==> src/rtl/alu_multicycle_pkg.sv <==
// Shared types for the multi-cycle ALU: operation codes and FSM states.
package alu_multicycle_pkg;

  typedef enum logic [2:0] {AND, ADD, XOR, SUB, OR, SLL, SRL, MUL} alu_op_e;

  typedef enum logic [1:0] {IDLE, EXEC, DONE} alu_state_e;

endpackage

==> src/rtl/alu_comb_unit.sv <==
// Single-cycle part of the ALU: AND/ADD/XOR/SUB/OR with carry and signed overflow.
module alu_comb_unit
  import alu_multicycle_pkg::*;
#(
  parameter int WIDTH = 8
) (
  input  alu_op_e          op,
  input  logic [WIDTH-1:0] a,
  input  logic [WIDTH-1:0] b,
  output logic [WIDTH-1:0] result,
  output logic             carry,
  output logic             overflow
);

  localparam int MSB = WIDTH - 1;

  logic [WIDTH:0] sum;
  logic [WIDTH:0] diff;

  assign sum  = {1'b0, a} + {1'b0, b};
  // The top bit of the extended difference is the borrow, i.e. a < b.
  assign diff = {1'b0, a} - {1'b0, b};

  always_comb begin
    result   = '0;
    carry    = 1'b0;
    overflow = 1'b0;
    case (op)
      AND: result = a & b;
      XOR: result = a ^ b;
      OR:  result = a | b;
      ADD: begin
        result   = sum[MSB:0];
        carry    = sum[WIDTH];
        overflow = (a[MSB] == b[MSB]) && (sum[MSB] != a[MSB]);
      end
      SUB: begin
        result   = diff[MSB:0];
        carry    = diff[WIDTH];
        overflow = (a[MSB] != b[MSB]) && (diff[MSB] != a[MSB]);
      end
      default: ;
    endcase
  end

endmodule

==> src/rtl/alu_multicycle.sv <==
// Multi-cycle ALU with valid/ready handshakes; shifts and multiply iterate one bit per cycle.
// state | meaning
// IDLE  | InReady high, waiting for an operand handshake
// EXEC  | iterating a shift (n steps) or multiply (WIDTH steps)
// DONE  | OutValid high, result held until OutReady
module alu_multicycle
  import alu_multicycle_pkg::*;
#(
  parameter int WIDTH = 8
) (
  input  logic             Clk,
  input  logic             ResetN,
  input  logic             InValid,
  output logic             InReady,
  input  logic [2:0]       ALUOp,
  input  logic [WIDTH-1:0] ALUSrcA,
  input  logic [WIDTH-1:0] ALUSrcB,
  output logic             OutValid,
  input  logic             OutReady,
  output logic [WIDTH-1:0] Result,
  output logic             Carry,
  output logic             Overflow,
  output logic             Zero
);

  localparam int SHW = $clog2(WIDTH);
  localparam int CW  = SHW + 1;

  alu_state_e         state;
  alu_op_e            in_op;
  alu_op_e            op_q;
  logic [WIDTH-1:0]   a_q;
  logic [CW-1:0]      cnt;
  logic [2*WIDTH-1:0] acc;

  logic [WIDTH-1:0]   comb_result;
  logic               comb_carry;
  logic               comb_overflow;
  logic [SHW-1:0]     amt;
  logic [WIDTH:0]     mul_sum;
  logic [2*WIDTH-1:0] acc_next;
  logic [WIDTH-1:0]   shift_next;
  logic               shift_out;
  logic               last_step;

  assign in_op   = alu_op_e'(ALUOp);
  assign amt     = ALUSrcB[SHW-1:0];
  assign InReady = (state == IDLE);

  alu_comb_unit #(.WIDTH(WIDTH)) u_comb (
    .op       (in_op),
    .a        (ALUSrcA),
    .b        (ALUSrcB),
    .result   (comb_result),
    .carry    (comb_carry),
    .overflow (comb_overflow)
  );

  // Multiplier lives in the low half of acc; its LSB selects the add, then the whole thing shifts right.
  assign mul_sum    = {1'b0, acc[2*WIDTH-1:WIDTH]} + {1'b0, (acc[0] ? a_q : '0)};
  assign acc_next   = {mul_sum, acc[WIDTH-1:1]};
  assign shift_next = (op_q == SLL) ? (a_q << 1) : (a_q >> 1);
  assign shift_out  = (op_q == SLL) ? a_q[WIDTH-1] : a_q[0];
  assign last_step  = (cnt == CW'(1));

  always_ff @(posedge Clk or negedge ResetN) begin
    if (!ResetN) begin
      state    <= IDLE;
      op_q     <= AND;
      a_q      <= '0;
      cnt      <= '0;
      acc      <= '0;
      Result   <= '0;
      Carry    <= 1'b0;
      Overflow <= 1'b0;
      Zero     <= 1'b0;
      OutValid <= 1'b0;
    end else begin
      case (state)
        IDLE: begin
          if (InValid) begin
            op_q <= in_op;
            a_q  <= ALUSrcA;
            case (in_op)
              SLL, SRL: begin
                if (amt == '0) begin
                  Result   <= ALUSrcA;
                  Carry    <= 1'b0;
                  Overflow <= 1'b0;
                  Zero     <= (ALUSrcA == '0);
                  OutValid <= 1'b1;
                  state    <= DONE;
                end else begin
                  cnt   <= CW'(amt);
                  state <= EXEC;
                end
              end
              MUL: begin
                cnt   <= CW'(WIDTH);
                acc   <= {{WIDTH{1'b0}}, ALUSrcB};
                state <= EXEC;
              end
              default: begin
                Result   <= comb_result;
                Carry    <= comb_carry;
                Overflow <= comb_overflow;
                Zero     <= (comb_result == '0);
                OutValid <= 1'b1;
                state    <= DONE;
              end
            endcase
          end
        end
        EXEC: begin
          cnt <= cnt - CW'(1);
          if (op_q == MUL) begin
            acc <= acc_next;
            if (last_step) begin
              Result   <= acc_next[WIDTH-1:0];
              Carry    <= |acc_next[2*WIDTH-1:WIDTH];
              Overflow <= 1'b0;
              Zero     <= (acc_next[WIDTH-1:0] == '0);
              OutValid <= 1'b1;
              state    <= DONE;
            end
          end else begin
            a_q <= shift_next;
            if (last_step) begin
              Result   <= shift_next;
              Carry    <= shift_out;
              Overflow <= 1'b0;
              Zero     <= (shift_next == '0);
              OutValid <= 1'b1;
              state    <= DONE;
            end
          end
        end
        DONE: begin
          if (OutReady) begin
            OutValid <= 1'b0;
            state    <= IDLE;
          end
        end
        default: state <= IDLE;
      endcase
    end
  end

endmodule
==> config.mk <==
export PLATFORM = sky130hd
export DESIGN_NAME = alu_multicycle
export DESIGN_NICKNAME = d
export VERILOG_FILES = /design/src/rtl/alu_multicycle_pkg.sv /design/src/rtl/alu_comb_unit.sv /design/src/rtl/alu_multicycle.sv
export SDC_FILE = /design/constraint.sdc
export NUM_CORES = 1
export LEC_CHECK = 0
export CORE_ASPECT_RATIO = 0.8
export CORE_MARGIN = 5
export CORE_UTILIZATION = 35
export CTS_BUF_LIST = sky130_fd_sc_hd__clkbuf_8
export DETAILED_ROUTE_END_ITERATION = 16
export SLEW_MARGIN = 20
export SYNTH_ARGS = -nofsm -noshare
export SYNTH_HDL_FRONTEND = slang
export SYNTH_HIERARCHICAL = 1
export SYNTH_SLANG_ARGS = --single-unit
==> constraint.sdc <==
create_clock -name Clk -period 2.9 [get_ports Clk]
set_input_delay 0.87 -clock Clk [delete_from_list [all_inputs] [get_ports Clk]]
set_output_delay 0.87 -clock Clk [all_outputs]
set_load 0.005 [all_outputs]
==> results.md, run 1 <==
* Worst setup margin at -93.7 ps
* Relative slew slack at 0.268
* Setup crit end kind: flip-flop
* Fraction of registers with async set/reset at 1.00
* Initial antenna violation count at 0
* Pins Over Slew Limit at 0
* Seq/Total Area, Yosys at 0.265
* R2R Path Start: acc[0]$_DFFE_PN0P_
* Clk Latency, worst-skew pair at 310 ps
* Initial DRT Pass Iterations at 5
* Hold WC Path Type: input pin to async pin
* Crit path arrival time at 3200 ps
* Setup crit start: ALUSrcA[1]
* Leak Pwr at 2.66 nW
* Final hold violations at 0
* WL per Instance at 17.8 µm
* Critical path class: input pin to flip-flop
* Initial Util at 0.354
* Die Area at 0.0145 mm²
* Area growth syn-to-layout at 38.6%
* Num ports at 36
* Vias per std cell at 5.68
* H-tree levels at 2
* Synth Cell Area at 0.00426 mm²
* Crit start category: input pin
* Detail Route Antenna Nets at 0
* Antenna Cells at 0
* Clock skew at 15.4 ps
* Met2 track utilization from global routing at 0.271
* Unique cell type count in the Yosys netlist at 73
* CTS tree: yes
* Most frequent CP cell: buf_6
* MaxCap Viol Count at 0
* WP data required at 3110 ps
* GR Util met1 at 0.289
* Core ar. at 0.0120 mm²
* Worst path cell trace: buf_8, buf_6, buf_6, fa_2, a21o_1, a311oi_2, nor3_2, a21oi_1, o211ai_1, buf_4, mux2i_1, o21ai_1, mux2_4
* Die width at 133 µm
* Critical R2R Capture: Carry$_DFFE_PN0P_
* IO Port Bufs at 35
* Cells after Synth at 498
* Slowest cell delay on critical path at 340 ps
* Met3 Track Usage GR at 0.0447
* Reg-to-reg slack, setup at 290 ps
* Cells on worst reg2reg path at 9
* Worst-path maximum fanout at 3
* Clock tree buffer depth at 2
* Layout cells sized above 1 at 0.313
* Vias at 4330
* DRC Markers at 0
* Critical Path End: Result[6]$_DFFE_PN0P_
* EDFF count, synth at 0
* Commonest non-fill, non-tap cell in the layout: buf_4
* Final setup viols at 1
* Status: finished, violations left
* VDD IR-drop max at 430 µV
* Synth Register Bits at 45
* Minimum clock period at 2990 ps
* Placed Cells at 740
* Final cell count without fillers at 762
* Root buf cell: clkbuf_8
* First-pass GRT wire length at 22000 µm
* Final GP Congestion at 0.920
* Syn Area/Cell at 8.55 µm²
* Row cnt at 36
* GRT overflow at 0
* Failing checks: negative setup slack
* Power Density at 724 mW/mm²
* Hold buffers post-CTS at 0
* CTS sink cnt at 45
* RSZ-0062 raised after global routing: yes
* Final period utilization at 1.03
* Primary FF master, synth: dfrtp_1
* FMAX at 334 MHz
* Synth warn at 6
* Final nets at 669
* WHS at 433 ps
* Most frequent cells in the layout: 83 x buf_4, 55 x nand2_1, 45 x dfrtp_1
* Post-Route WL at 13600 µm
* Largest net degree at the start of global routing at 43
* Initial DRC Count at 343
* Clock slew at reported path FFs at 90 ps
* Post-synthesis net count at 558
* Vias in the first global route at 4176
* Die height at 109 µm
* Num CTS Buffers at 5
* Gr busiest metal: met1
* Detail Placement HPWL at 10400 µm
* Tot GR Track Use at 0.188
* Slowest cell on the critical path: a311oi_2
* Worst Tran Pin Value at 1100 ps
-- layer usage --
metal	up-vias	wire length, µm
met3	19	1000
li1	2063	-
met1	2095	6730
met5	-	0
met4	0	116
met2	153	5750
-- metrics by stage --
stage | total power, W | setup WS [ps] | utilization | TNS [ps] | instance area [µm²]
6_report | 0.00427 | -93.7 | 0.491 | -93.7 | 5900
5_1_grt | 0.00461 | -172 | 0.491 | -423 | 5900
4_1_cts | 0.00421 | -23.4 | 0.479 | -23.4 | 5760
3_5_place_dp | 0.00367 | -846 | 0.441 | -7220 | 5300
3_3_place_gp | 0.00360 | -784 | 0.441 | -6800 | 5300
2_1_floorplan | 0.00284 | -12.6 | - | -12.6 | 4280
-- logic make-up after synthesis --
logic type,after synthesis,share of synthesized area
AND/OR/NAND/NOR,170,0.197
AO/OA/AOI/OAI,149,0.261
buffers and inverters,58,0.0653
flip-flops,45,0.265
adder cells (fa/ha/maj),37,0.114
multiplexers,30,0.0802
XOR/XNOR,9,0.0185
-- critical path, delay by kind of cell --
family          cells  cell delay, ps
compound gates      5             960
buf+inv             4             500
mux                 2             440
fa+ha+maj           1             330
simple gates        1             110
-- final cells by class --
cell class,count,area (µm²)
multi-input cells,395,3210
well taps,152,190
repair buffers,132,1150
flip-flops and latches,45,1130
fillers,1115,6130
inverters,30,123
clock inverters,1,5.00
clock buffers,7,96.3
-- cells in the mapped netlist, types with 10 or more instances --
cell type / n / share of area
nand2_1: 55 / 0.049
dfrtp_1: 45 / 0.26
nor2_1: 43 / 0.038
ha_1: 34 / 0.10
inv_1: 29 / 0.026
o21ai_0: 21 / 0.025
mux2i_1: 18 / 0.042
a21oi_1: 17 / 0.020
a21o_1: 14 / 0.025
clkbuf_1: 13 / 0.011
o211ai_1: 13 / 0.023
a31oi_1: 11 / 0.016
and2_1: 10 / 0.015
nor3_1: 10 / 0.012
-- how the worst min path moves through the flow --
stage                              start                   end  slack, ps  depth (start not counted)
floorplan            acc[14]$_DFFE_PN0P_   acc[14]$_DFFE_PN0P_        460                          2
global placement    OutValid$_DFFE_PN0P_  OutValid$_DFFE_PN0P_        470                          1
detailed placement  OutValid$_DFFE_PN0P_  OutValid$_DFFE_PN0P_        470                          1
CTS                               ResetN    cnt[0]$_DFFE_PN0P_        440                          1
global route                      ResetN    cnt[0]$_DFFE_PN0P_        450                          1
finish                            ResetN    cnt[0]$_DFFE_PN0P_        430                          1
-- registers in the layout, summed over array words and instances, names as in the netlist --
signal / cells
acc: 16
Result: 8
a_q: 8
cnt: 4
op_q: 3
state: 2
Carry: 1
OutValid: 1
Overflow: 1
Zero: 1
-- timing repair --
action | 4_1_cts | 5_1_grt
pin swaps | 30 | 25
setup buffers | 11 | 3
gates resized for setup | 100 | 26
setup endpoints to repair | 10 | 7
-- power by group --
group	total (W)	internal (W)	switching, W
combinational	0.00253	0.00122	0.00131
clock	0.000442	0.000216	0.000226
sequential	0.00130	0.000920	0.000380
Power figures use the tool's default switching activity.
==> inputs of run 2 (changes only) <==
--- a/config.mk
+++ b/config.mk
@@ -10,6 +10,7 @@
 export CORE_UTILIZATION = 35
 export CTS_BUF_LIST = sky130_fd_sc_hd__clkbuf_8
 export DETAILED_ROUTE_END_ITERATION = 16
+export REMOVE_ABC_BUFFERS = 1
 export SLEW_MARGIN = 20
 export SYNTH_ARGS = -nofsm -noshare
 export SYNTH_HDL_FRONTEND = slang
==> results.md, run 2 (synthesized netlist as in run 1, its figures left out) <==
* Status: finished, violations left
* Failing checks: negative setup slack
* Minimum clock period at 2960 ps
* Total Power at 0.00426 W
* WHS at 353 ps
* Critical path class: input pin to flip-flop
* Vias per std cell at 5.61
* Final GP Congestion at 0.922
* Multi-input logic area at 0.00322 mm²
* Detail Route Antenna Nets at 0
* Register name with the most flops: acc
* Initial DRC Count at 358
* Final hold violations at 0
* First-pass GRT wire length at 22500 µm
* Clock slew at reported path FFs at 90 ps
* Clock tree buffer depth at 2
* MaxCap Viol Count at 0
* Fill count at 1087
* Post-Route WL at 13800 µm
* Setup TNS at -209 ps
* Worst Tran Pin Value at 1070 ps
* GRT overflow at 0
* Initial antenna violation count at 0
* Die width at 133 µm
* IO Port Bufs at 35
* Critical Path End: Zero$_DFFE_PN0P_
* Vias at 4372
* RSZ-0062 raised after global routing: yes
* FMAX at 338 MHz
* WP data required at 3130 ps
* Area growth syn-to-layout at 41.8%
* Reg-to-reg slack, setup at 350 ps
* Layout cells sized above 1 at 0.344
* Most frequent cells in the layout: 100 x buf_4, 54 x nand2_1, 45 x dfrtp_1
* Worst-path maximum fanout at 3
* Row cnt at 36
* Slowest cell on the critical path: fa_2
* Setup crit end kind: flip-flop
* Num CTS Buffers at 5
* Hold buffers post-CTS at 0
* Largest net degree at the start of global routing at 37
* Clk Latency, worst-skew pair at 300 ps
* Power Density at 706 mW/mm²
* Stages on the worst setup path at 14
* Worst path cell trace: buf_8, buf_6, buf_6, fa_2, a21o_1, a311oi_2, nor3_2, a21oi_1, o211ai_1, nor4_1, nand2_1, mux2i_1, nand2_1, a41oi_2
* Slowest cell delay on critical path at 410 ps
* Commonest non-fill, non-tap cell in the layout: buf_4
* Cells on worst reg2reg path at 9
* DRC Markers at 0
* VDD IR-drop max at 532 µV
* Tot GR Track Use at 0.191
* Setup crit start: ALUSrcA[1]
* Final period utilization at 1.02
* Delay-heaviest family, CP: compound AO/OA/AOI/OAI gates
* Final nets at 687
* CTS tree: yes
* Root buf cell: clkbuf_8
* Num ports at 36
* WL per Instance at 17.7 µm
* Vias in the first global route at 4304
* H-tree levels at 2
* Bufs and invs on worst path at 3
* Worst setup margin at -63.0 ps
* Crit path arrival time at 3190 ps
* Relative slew slack at 0.288
* Die Area at 0.0145 mm²
* Leak Pwr at 2.74 nW
* Sequential Area at 0.00113 mm²
* Die height at 109 µm
* Antenna Cells at 0
* Detail Placement HPWL at 10400 µm
* Final setup viols at 4
* R2R Path Start: acc[0]$_DFFE_PN0P_
* Pins Over Slew Limit at 0
* CTS sink cnt at 45
* Core ar. at 0.0120 mm²
* Clock skew at 9.93 ps
* Initial DRT Pass Iterations at 6
* Initial Util at 0.354
* Largest register FFs at 16
* Hold WC Path Type: input pin to async pin
* Biggest regs: acc: 16 flops, Result: 8 flops, a_q: 8 flops
* Crit start category: input pin
* Critical R2R Capture: Carry$_DFFE_PN0P_
==> run 2: cell types whose count changed in the layout (fill, tap and decap cells not counted), moves of 2 or more <==
| cell | delta |
|---|---|
| dlygate4sd2_1 | -2 |
| buf_8 | +2 |
| clkbuf_2 | +3 |
| clkdlybuf4s15_1 | -2 |
| o21ai_0 | -2 |
| clkbuf_8 | -2 |
| ha_4 | +2 |
| buf_6 | -3 |
| buf_2 | +3 |
| ha_1 | -3 |
| buf_4 | +17 |
| buf_12 | +2 |
==> run 2: how the worst min path moves through the flow <==
stage                              start                     to  slack, ps  cells after the start
global route                      ResetN     a_q[6]$_DFFE_PN0P_        340                      1
finish                            ResetN     a_q[6]$_DFFE_PN0P_        350                      1
CTS                               ResetN  Result[7]$_DFFE_PN0P_        350                      1
detailed placement  OutValid$_DFFE_PN0P_   OutValid$_DFFE_PN0P_        480                      1
global placement    OutValid$_DFFE_PN0P_   OutValid$_DFFE_PN0P_        470                      1
floorplan            acc[14]$_DFFE_PN0P_    acc[14]$_DFFE_PN0P_        460                      2
==> run 2: per-stage QoR <==
stage	utilization	instances	instance area, µm²	setup slack (ps)
after global placement	0.449	754	5400	-1000
after CTS	0.494	776	5940	0.307
after detailed placement	0.449	754	5400	-1130
final	0.502	780	6040	-63.0
after global routing	0.502	780	6040	-210
after floorplan	-	470	4090	-334
==> run 2: cell type report <==
class,instances,share of cell area
multi-input combinational,395,0.534
timing repair buffer,150,0.213
sequential,45,0.187
tap,152,0.0315
inverter,30,0.0211
clock buffer,5,0.0114
clock inverter,3,0.00187
==> run 2: what timing repair did <==
| item | 4_1_cts | 5_1_grt |
|---|---|---|
| gates resized for setup | 127 | 28 |
| setup endpoints to repair | 10 | 9 |
| gates cloned | 0 | 0 |
| buffers inserted | 14 | 4 |
| pin swaps | 40 | 21 |
==> run 2: power breakdown <==
part           internal [W]  leakage [nW]  switching [W]  total [W]
logic               0.00127          2.14        0.00134    0.00261
registers          0.000920         0.551       0.000362    0.00128
clock network      0.000161        0.0519       0.000211   0.000372
==> run 2: metal layers <==
metal	vias up	routed length (µm)	track usage
met5	-	0	0
met4	0	120	0.0279
met3	26	907	0.0387
met2	155	6130	0.293
met1	2103	6680	0.286
li1	2088	-	-
==> inputs of run 3 (changes only) <==
==> constraint.sdc (replaced) <==
create_clock -name Clk -period 2.9 [get_ports Clk]
set_input_delay 0.87 -clock Clk [delete_from_list [all_inputs] [get_ports Clk]]
set_output_delay 0.87 -clock Clk [all_outputs]
set_load 0.01 [all_outputs]
==> results of run 3 <==
The final DEF is identical to that of run 2. Status: finished, violations left: negative setup slack.
Among the figures that moved: total power 0.00426 W -> 0.00430 W; worst IR drop on VDD 532 µV -> 533 µV
